<file path="config.mk">
export PLATFORM = sky130hd
export DESIGN_NAME = rtc_bus_seq
export DESIGN_NICKNAME = d
export VERILOG_FILES = /design/src/rtl/rtc_bus_seq.sv
export SDC_FILE = /design/constraint.sdc
export NUM_CORES = 1
export LEC_CHECK = 0
export ABC_AREA = 1
export BUFFER_PORTS_ARGS = -buffer_cell sky130_fd_sc_hd__buf_4
export CAP_MARGIN = 15
export CORE_ASPECT_RATIO = 1.1
export CORE_MARGIN = 1.5
export CORE_UTILIZATION = 46
export DETAILED_ROUTE_END_ITERATION = 10
export GPL_ROUTABILITY_DRIVEN = 1
export HOLD_SLACK_MARGIN = 0.06
export PLACE_DENSITY = 0.8
export SETUP_SLACK_MARGIN = 0.4
export SYNTH_ARGS = -nofsm -noshare
export SYNTH_HDL_FRONTEND = slang
export SYNTH_SLANG_ARGS = --single-unit
</file>
<file path="constraint.sdc">
create_clock -name clk -period 1.8 [get_ports clk]
set_input_delay 0.54 -clock clk [delete_from_list [all_inputs] [get_ports clk]]
set_output_delay 0.54 -clock clk [all_outputs]
set_load 0.03 [all_outputs]
</file>
<file path="src/rtl/rtc_bus_seq.sv">
// rtc_bus_seq: sequencer for the RTC multiplexed address/data bus.
// Arbitrates init / config-write / time-read requests, steps the access index
// for the address/data mux and drives the cs_n/rd_n/wr_n/ad_n strobes.
// Optional build macro: RTC_AUTO_READ_EN adds a free-running timer that queues
// a time-read sequence every AUTO_PERIOD cycles.
//
// state  | meaning
// IDLE   | no access; strobes high, waiting on a pending request
// ADDR   | address phase (T_ADDR cycles), mux outputs address
// TURN   | one-cycle turnaround, strobes high, mux switched to data
// DATA   | data phase (T_DATA cycles), wr_n or rd_n low
// GAP    | idle gap between accesses (T_GAP cycles)
module rtc_bus_seq #(
  parameter int T_ADDR      = 4,
  parameter int T_DATA      = 4,
  parameter int T_GAP       = 2,
  parameter int AUTO_PERIOD = 1000000
) (
  input  logic       clk,
  input  logic       clr,
  input  logic       req_ini,
  input  logic       req_conf,
  input  logic       req_lect,
  input  logic [7:0] din,
  output logic [4:0] estado,
  output logic [3:0] cont,
  output logic       ini,
  output logic       lect,
  output logic       cont_es,
  output logic       ad_oe,
  output logic       cs_n,
  output logic       rd_n,
  output logic       wr_n,
  output logic       ad_n,
  output logic [7:0] rd_data,
  output logic [3:0] rd_idx,
  output logic       rd_valid,
  output logic       busy,
  output logic       done
);

  localparam int T_MAX_AD = (T_ADDR > T_DATA) ? T_ADDR : T_DATA;
  localparam int T_MAX    = (T_MAX_AD > T_GAP) ? T_MAX_AD : T_GAP;
  localparam int PW       = $clog2(T_MAX + 1);

  localparam logic [4:0] EST_REG = 5'b01100;
  localparam logic [4:0] EST_CMD = 5'b10011;

  typedef enum logic [2:0] {S_IDLE, S_ADDR, S_TURN, S_DATA, S_GAP} state_t;
  typedef enum logic [1:0] {Q_INIT, Q_CONF, Q_LECT} seq_t;

  state_t        state;
  seq_t          seq;
  logic [PW-1:0] phase;
  logic          pend_ini, pend_conf, pend_lect;
  logic          auto_hit;
  logic          want_ini, want_conf, want_lect;
  logic          start_ini, start_conf, start_lect;
  logic          is_write;
  logic [3:0]    last_cont;

`ifdef RTC_AUTO_READ_EN
  localparam int AW = (AUTO_PERIOD > 1) ? $clog2(AUTO_PERIOD) : 1;
  logic [AW-1:0] auto_cnt;

  assign auto_hit = (auto_cnt == AW'(AUTO_PERIOD - 1));

  // free-running period timer, keeps counting while a sequence is busy
  always_ff @(posedge clk or posedge clr) begin
    if (clr)           auto_cnt <= '0;
    else if (auto_hit) auto_cnt <= '0;
    else               auto_cnt <= auto_cnt + 1'b1;
  end
`else
  assign auto_hit = 1'b0;
`endif

  // a request arriving in IDLE starts on the very next edge, so the raw
  // request is OR-ed with the pending flag here
  assign want_ini   = pend_ini  | req_ini;
  assign want_conf  = pend_conf | req_conf;
  assign want_lect  = pend_lect | req_lect | auto_hit;
  assign start_ini  = (state == S_IDLE) & want_ini;
  assign start_conf = (state == S_IDLE) & ~want_ini & want_conf;
  assign start_lect = (state == S_IDLE) & ~want_ini & ~want_conf & want_lect;

  // only the command access (index 0) of a read sequence is a write
  assign is_write = (seq != Q_LECT) || (cont == 4'd0);

  // final access index of the running sequence
  always_comb begin
    last_cont = 4'd13;
    case (seq)
      Q_CONF:  last_cont = 4'd3;
      Q_LECT:  last_cont = 4'd9;
      default: last_cont = 4'd13;
    endcase
  end

  // request latches: repeats merge, flag drops when its sequence starts
  always_ff @(posedge clk or posedge clr) begin
    if (clr) begin
      pend_ini  <= 1'b0;
      pend_conf <= 1'b0;
      pend_lect <= 1'b0;
    end else begin
      pend_ini  <= want_ini  & ~start_ini;
      pend_conf <= want_conf & ~start_conf;
      pend_lect <= want_lect & ~start_lect;
    end
  end

  // access sequencer with registered bus strobes and status
  always_ff @(posedge clk or posedge clr) begin
    if (clr) begin
      state    <= S_IDLE;
      seq      <= Q_INIT;
      phase    <= '0;
      estado   <= 5'd0;
      cont     <= 4'd0;
      ini      <= 1'b0;
      lect     <= 1'b0;
      cont_es  <= 1'b0;
      ad_oe    <= 1'b0;
      cs_n     <= 1'b1;
      rd_n     <= 1'b1;
      wr_n     <= 1'b1;
      ad_n     <= 1'b1;
      rd_data  <= 8'd0;
      rd_idx   <= 4'd0;
      rd_valid <= 1'b0;
      busy     <= 1'b0;
      done     <= 1'b0;
    end else begin
      done     <= 1'b0;
      rd_valid <= 1'b0;
      case (state)
        S_IDLE: begin
          if (start_ini || start_conf || start_lect) begin
            state   <= S_ADDR;
            phase   <= PW'(T_ADDR - 1);
            busy    <= 1'b1;
            cs_n    <= 1'b0;
            ad_n    <= 1'b0;
            wr_n    <= 1'b0;
            rd_n    <= 1'b1;
            cont_es <= 1'b0;
            ad_oe   <= 1'b1;
            if (start_ini) begin
              seq    <= Q_INIT;
              ini    <= 1'b1;
              lect   <= 1'b0;
              estado <= EST_REG;
              cont   <= 4'd0;
            end else if (start_conf) begin
              seq    <= Q_CONF;
              ini    <= 1'b0;
              lect   <= 1'b0;
              estado <= EST_REG;
              cont   <= 4'd1;
            end else begin
              seq    <= Q_LECT;
              ini    <= 1'b0;
              lect   <= 1'b1;
              estado <= EST_CMD;
              cont   <= 4'd0;
            end
          end
        end
        S_ADDR: begin
          if (phase == '0) begin
            state   <= S_TURN;
            cs_n    <= 1'b1;
            ad_n    <= 1'b1;
            wr_n    <= 1'b1;
            cont_es <= 1'b1;
            ad_oe   <= is_write;
          end else begin
            phase <= phase - 1'b1;
          end
        end
        S_TURN: begin
          state <= S_DATA;
          phase <= PW'(T_DATA - 1);
          cs_n  <= 1'b0;
          wr_n  <= ~is_write;
          rd_n  <= is_write;
        end
        S_DATA: begin
          if (phase == '0) begin
            state   <= S_GAP;
            phase   <= PW'(T_GAP - 1);
            cs_n    <= 1'b1;
            wr_n    <= 1'b1;
            rd_n    <= 1'b1;
            ad_oe   <= 1'b0;
            cont_es <= 1'b0;
            if (!is_write) begin
              rd_valid <= 1'b1;
              rd_data  <= din;
              rd_idx   <= cont;
            end
          end else begin
            phase <= phase - 1'b1;
          end
        end
        S_GAP: begin
          if (phase != '0) begin
            phase <= phase - 1'b1;
          end else if (cont == last_cont) begin
            state <= S_IDLE;
            busy  <= 1'b0;
            done  <= 1'b1;
            ini   <= 1'b0;
            lect  <= 1'b0;
          end else begin
            state   <= S_ADDR;
            phase   <= PW'(T_ADDR - 1);
            cont    <= cont + 1'b1;
            estado  <= EST_REG;
            cs_n    <= 1'b0;
            ad_n    <= 1'b0;
            wr_n    <= 1'b0;
            ad_oe   <= 1'b1;
          end
        end
        default: state <= S_IDLE;
      endcase
    end
  end

endmodule

</file>
## Word-level counts from Yosys, hierarchy flattened

Cells that the tools add are included.

- Add/subtract/negate cells: 2
- Eq/ne operators: 17
- Mux-type cells: 58
- Bitwise gates (word level): 17
- Reduce and logical (&&, ||, !) cells: 26

Operators by type and width:

| cell | count |
|---|---|
| 3-bit one-hot mux with 5 select lines | 2 |
| 3-bit two-way mux | 9 |
| 1-bit two-way mux | 25 |
| 5-bit two-way mux | 5 |
| 4-bit AND reduction | 5 |
| 4-bit one-hot mux with 2 select lines | 2 |
| 2-bit != test (second input constant) | 7 |
| 4-bit two-way mux | 3 |
| 1-bit one-hot mux with 4 select lines | 3 |
| 3-bit nonzero test | 4 |
| 5-bit one-hot mux with 2 select lines | 1 |
| 5-bit AND reduction | 2 |
| 1-bit one-hot mux with 3 select lines | 3 |
| 1-bit AND | 8 |
| 4-bit nonzero test | 2 |
| 3-bit by 2-bit == test with 1-bit output (second input constant) | 2 |
| 3-bit logical NOT | 2 |
| 1-bit inverter | 6 |
| 1-bit one-hot mux with 2 select lines | 3 |
| 3-bit AND reduction | 2 |
| 6-bit AND reduction | 1 |
| 5-bit nonzero test | 1 |
| 4-bit by 1-bit adder with 4-bit output (second input constant) | 1 |
| 4-bit == test | 1 |
| other kinds (14) | 20 |

- Register bits after elaboration: 43
- Input bits: 13
- Output and inout port bits: 32
- Word-level logic and storage cells: 141

## Logic depth before layout (Yosys ltp)

- Depth after elaboration: 8
- Depth in mapped cells: 12
- Mapped depth without buffers: 12

## Worst setup path before layout

Ideal clock, no wire load.

- Path kind: register to register
- Start point: reg cont[0]
- End point: reg rd_data[0]
- Setup time: 117 ps
- Arrival time: 1526 ps
- Data required time: 1683 ps
- Path slack: 158 ps
- Stages on the path, launching flop included: 8
- Path buffers: 1
- Clock period less this slack: 1642 ps
- Cells stage by stage: dfrtp_1 inv_1 ha_1 a31oi_4 nand3_4 buf_6 nand2_1 nand2_1

- Word-level cells in the longest chain between the ends: 4

RTL lines:

| what | line | text |
|---|---|---|
| start, declared | 26 | `output logic [3:0] cont,` |
| start signal, assigned | 219 | `cont <= cont + 1'b1;` |
| 4-bit logical NOT | 88 | `assign is_write = (seq != Q_LECT) \|\| (cont == 4'd0);` |
| 1-bit logical OR | 88 |  |
| 1-bit inverter (no source line) | n/a |  |
| 3-bit AND reduction (no source line) | n/a |  |
| end signal, assigned | 200 | `rd_data <= din;` |
| end, declared | 35 | `output logic [7:0] rd_data,` |

No other way between the ends.
A chain may end at the register's enable or synchronous reset.

## Worst setup path after layout

- Start point: reg seq[1]
- End point: reg ini

- Word-level cells in the longest chain between the ends: 5
- Elaborated cells on any way between the ends: 6
- Classes of those cells: eq/ne (4); mux (1); reduce/logical (1)

RTL lines:

| what | line | text |
|---|---|---|
| start, declared | 53 | `seq_t seq;` |
| start signal, assigned | 117 | `seq <= Q_INIT;` |
| start signal, assigned | 150 | `seq <= Q_INIT;` |
| start signal, assigned | 156 | `seq <= Q_CONF;` |
| 2-bit == test or 2-bit by 1-bit == test with 1-bit output (tied branches) | 93 | `case (seq)` |
| 4-bit one-hot mux with 2 select lines * | 93 |  |
| 4-bit == test * | 210 | `end else if (cont == last_cont) begin` |
| 2-bit != test (no source line) * | n/a |  |
| 4-bit AND reduction (no source line) * | n/a |  |
| end signal, assigned | 121 | `ini <= 1'b0;` |
| end signal, assigned | 151 | `ini <= 1'b1;` |
| end signal, assigned | 214 | `ini <= 1'b0;` |
| end, declared | 27 | `output logic ini,` |

Mark *: on every way between the ends. The rest lies on a longest branch, timed or not.

==> reports/metrics.cfg <==
[timing]
fin_ws_ps=212
min_period_over_period=0.882
finalSetupTns_ps=0
setup_viol_count_final=0
hold_ws_ps=260
slew_headroom=0.674
worst_pin_slew_ps=487
fmax_mhz=630
fin_skew_ps=13.5
drv_slew=0
finalHoldViolations=0
rsz0062_at_grt=true
layout_min_cycle_time_ps=1590

[synthesis]
synthesis.area_mm2=0.00212
synth_seq_area_share=0.474
ys_types=31
synthAdderAreaFrac=0.0354
synth-xor-area-share=0.00826
syn_nets=266
synth-compound-area-share=0.0767
muxShareOfSynthArea=0
synth_top_family_by_area=simple AND/OR/NAND/NOR gates
yosys-top-cells-area=dfrtp_1, nand2_1, dfstp_2, inv_1, ha_1
yosysWarnings=0
synth_seq_cells=40
synthSimpleGateAreaFrac=0.329
netlist_instances=247
synth_area_leader_cell=dfrtp_1
avgSynthCellArea_um2=8.59
yosysTopAreaCellShare=0.425

[critical_path]
cp_max_fo=8
critPathArrivalTime_ps=1760
cp.required_ps=1980
worstSetupStartpoint=seq[1]$_DFFE_PP0P_
end_kind=flip-flop
reg2reg_from=seq[1]$_DFFE_PP0P_
crit_type=reg -> reg
start_kind=flip-flop

[cells_and_area]
area_delta_synth_final_pct=51.9
nNetsFinal=349
fin_util=0.735
design_area_mm2=0.00322
drive_above_1_share=0.544
insertedDiodeCount=0

[outcome]
status=finished, final reports clean

[placement]
portBuffers=44
placedInstanceArea_mm2=0.00254
gp_congestion=0.842
dp_hpwl_um=3240
detailedPlace.worstSlack_ps=179

[power]
p_leak_nw=1.59
pwr_density_cell_mw_per_mm2=1390
ir_drop_mv=0.792

[global_route]
gr-total-overflow=0
antenna_found_initial=0
grt.total_usage=0.235
grt_pass1_vias=1962
grt_max_degree=22
grt_pass1_wl_um=8830

[clocking]
cts-buffers-inserted=5
cts_tree=done
htree_levels=2
cts.sinks=40
cts_buffer_depth=2
root_buffer=clkbuf_8
clkLatencyLatePin_ps=300
clkSlewWorstSetupHoldPaths_ps=80

[floorplan]
rows=25
fp.coreArea_mm2=0.00438
start_util=0.484
ios=45
die_w_um=67.7
die_height_um=74.2
dieArea_mm2=0.00503

[drt]
drt-vias-per-instance=5.24
drtIter0Drc=123
drcViolationCount=0
wl_um=6120
dr.pass1.iters=4
drtAntennaViolNets=0
num_vias=2018
wire_per_inst_um=15.9

[min_path]
worstHoldPathType=in -> async

[job]
maxCapViolCount=0

==> stage by stage <==
step,cells,total power [mW]
final,385,4.48
after detailed placement,344,3.05
after global placement,344,3.01
after floorplan,247,2.63
after CTS,369,4.08
after global routing,385,4.71
==> kinds of logic after synthesis <==
family | after synthesis
buffers and inverters | 35
AND/OR/NAND/NOR | 139
flip-flops | 40
adder cells (fa/ha/maj) | 6
XOR/XNOR | 2
AO/OA/AOI/OAI | 25
==> Yosys cell counts <==
| master | number |
|---|---|
| nand3_4 | 2 |
| a21oi_1 | 3 |
| nor2_2 | 3 |
| buf_6 | 2 |
| nand4_1 | 1 |
| nand2_4 | 2 |
| xnor2_1 | 2 |
| clkinv_2 | 1 |
| o21ai_1 | 3 |
| buf_4 | 3 |
| nand2_2 | 6 |
| dfrtp_1 | 36 |
| inv_4 | 1 |
| nand3b_1 | 1 |
| a21boi_0 | 1 |
| inv_2 | 5 |
| nand3_1 | 14 |
| nand3_2 | 4 |
| nor2_1 | 15 |
| nand2_1 | 84 |
| a31o_2 | 1 |
| o21ai_0 | 11 |
| inv_1 | 23 |
| ha_1 | 6 |
| o21ai_2 | 3 |
| a31oi_4 | 1 |
| o21bai_1 | 1 |
| a31oi_1 | 1 |
| nand4_4 | 1 |
| nor2_4 | 6 |
| dfstp_2 | 4 |
==> flip-flops by register name (all words and copies together), names as in the netlist, 2 cells and up <==
signal	flops
state	3
seq	2
rd_idx	4
phase	3
estado	2
rd_data	8
cont	4
==> metal layers <==
| metal | up-vias | GRT usage | part of all wire |
|---|---|---|---|
| met3 | 18 | 0.0454 | 0.045 |
| met4 | 0 | 0.136 | 0.033 |
| met5 | - | 0 | 0 |
| li1 | 940 | - | - |
| met1 | 990 | 0.296 | 0.42 |
| met2 | 70 | 0.377 | 0.50 |
==> worst paths after layout <==
| kind | endpoint | slack (ps) | cells after the start |
|---|---|---|---|
| max in group asynchronous | estado[1]$_DFFE_PP0P_ | 1070 | 3 |
| worst min-delay path | ad_oe$_DFFE_PP0P_ | 260 | 2 |
| min in group clk | rd_data[4]$_DFFE_PP0P_ | 440 | 3 |
| worst max register to register | ini$_DFFE_PP0P_ | 210 | 8 |
| worst max-delay path | ini$_DFFE_PP0P_ | 210 | 8 |
| worst min register to register | busy$_DFFE_PP0P_ | 480 | 2 |
==> worst max-delay path, stage by stage, from the launching register on <==
cell and delay (ps):
dfrtp_1 440, ha_4 300, inv_2 50, nand2_2 60
nand2_2 60, nor2_4 140, nand4_4 230, nand3_2 140
o21ai_2 70
==> cells in the final DEF, fill, tap and decap left out, types with 6 or more instances in the layout <==
cell | synthesis | layout
nor2_1 | 15 | 12
nand2_2 | 6 | 26
inv_1 | 23 | 14
nand2_1 | 84 | 62
inv_2 | 5 | 12
buf_6 | 2 | 28
clkbuf_8 | 0 | 6
o21ai_0 | 11 | 7
nand3_2 | 4 | 10
buf_4 | 3 | 45
nand3_1 | 14 | 8
dfrtp_1 | 36 | 30
nor2_4 | 6 | 7
dfrtp_2 | 0 | 6
==> final cells by class <==
| class | instances | area, um^2 |
|---|---|---|
| Sequential cell | 40 | 1010 |
| Multi-Input combinational cell | 174 | 1160 |
| Tap cell | 54 | 67.6 |
| Inverter | 30 | 131 |
| Clock buffer | 8 | 90.1 |
| Timing Repair inverter | 1 | 8.76 |
| Timing Repair Buffer | 78 | 753 |
| Fill cell | 296 | 1160 |
==> repair_timing <==
item                                    4_1_cts  5_1_grt
pin swaps                                     6       18
buffers inserted                             14       16
gates cloned                                  3        0
endpoints found under the setup margin       48       63
resized for setup                            43       47
hold buffers                                  0        0
==> power by group <==
group	leakage (nW)	switching, mW	internal, mW	total (mW)
Sequential	0.461	0.187	1.12	1.31
Clock	0.0455	0.313	0.313	0.625
Combinational	1.08	1.49	1.06	2.55
Total	1.59	1.99	2.49	4.48
(Power assumes the default switching activity.)
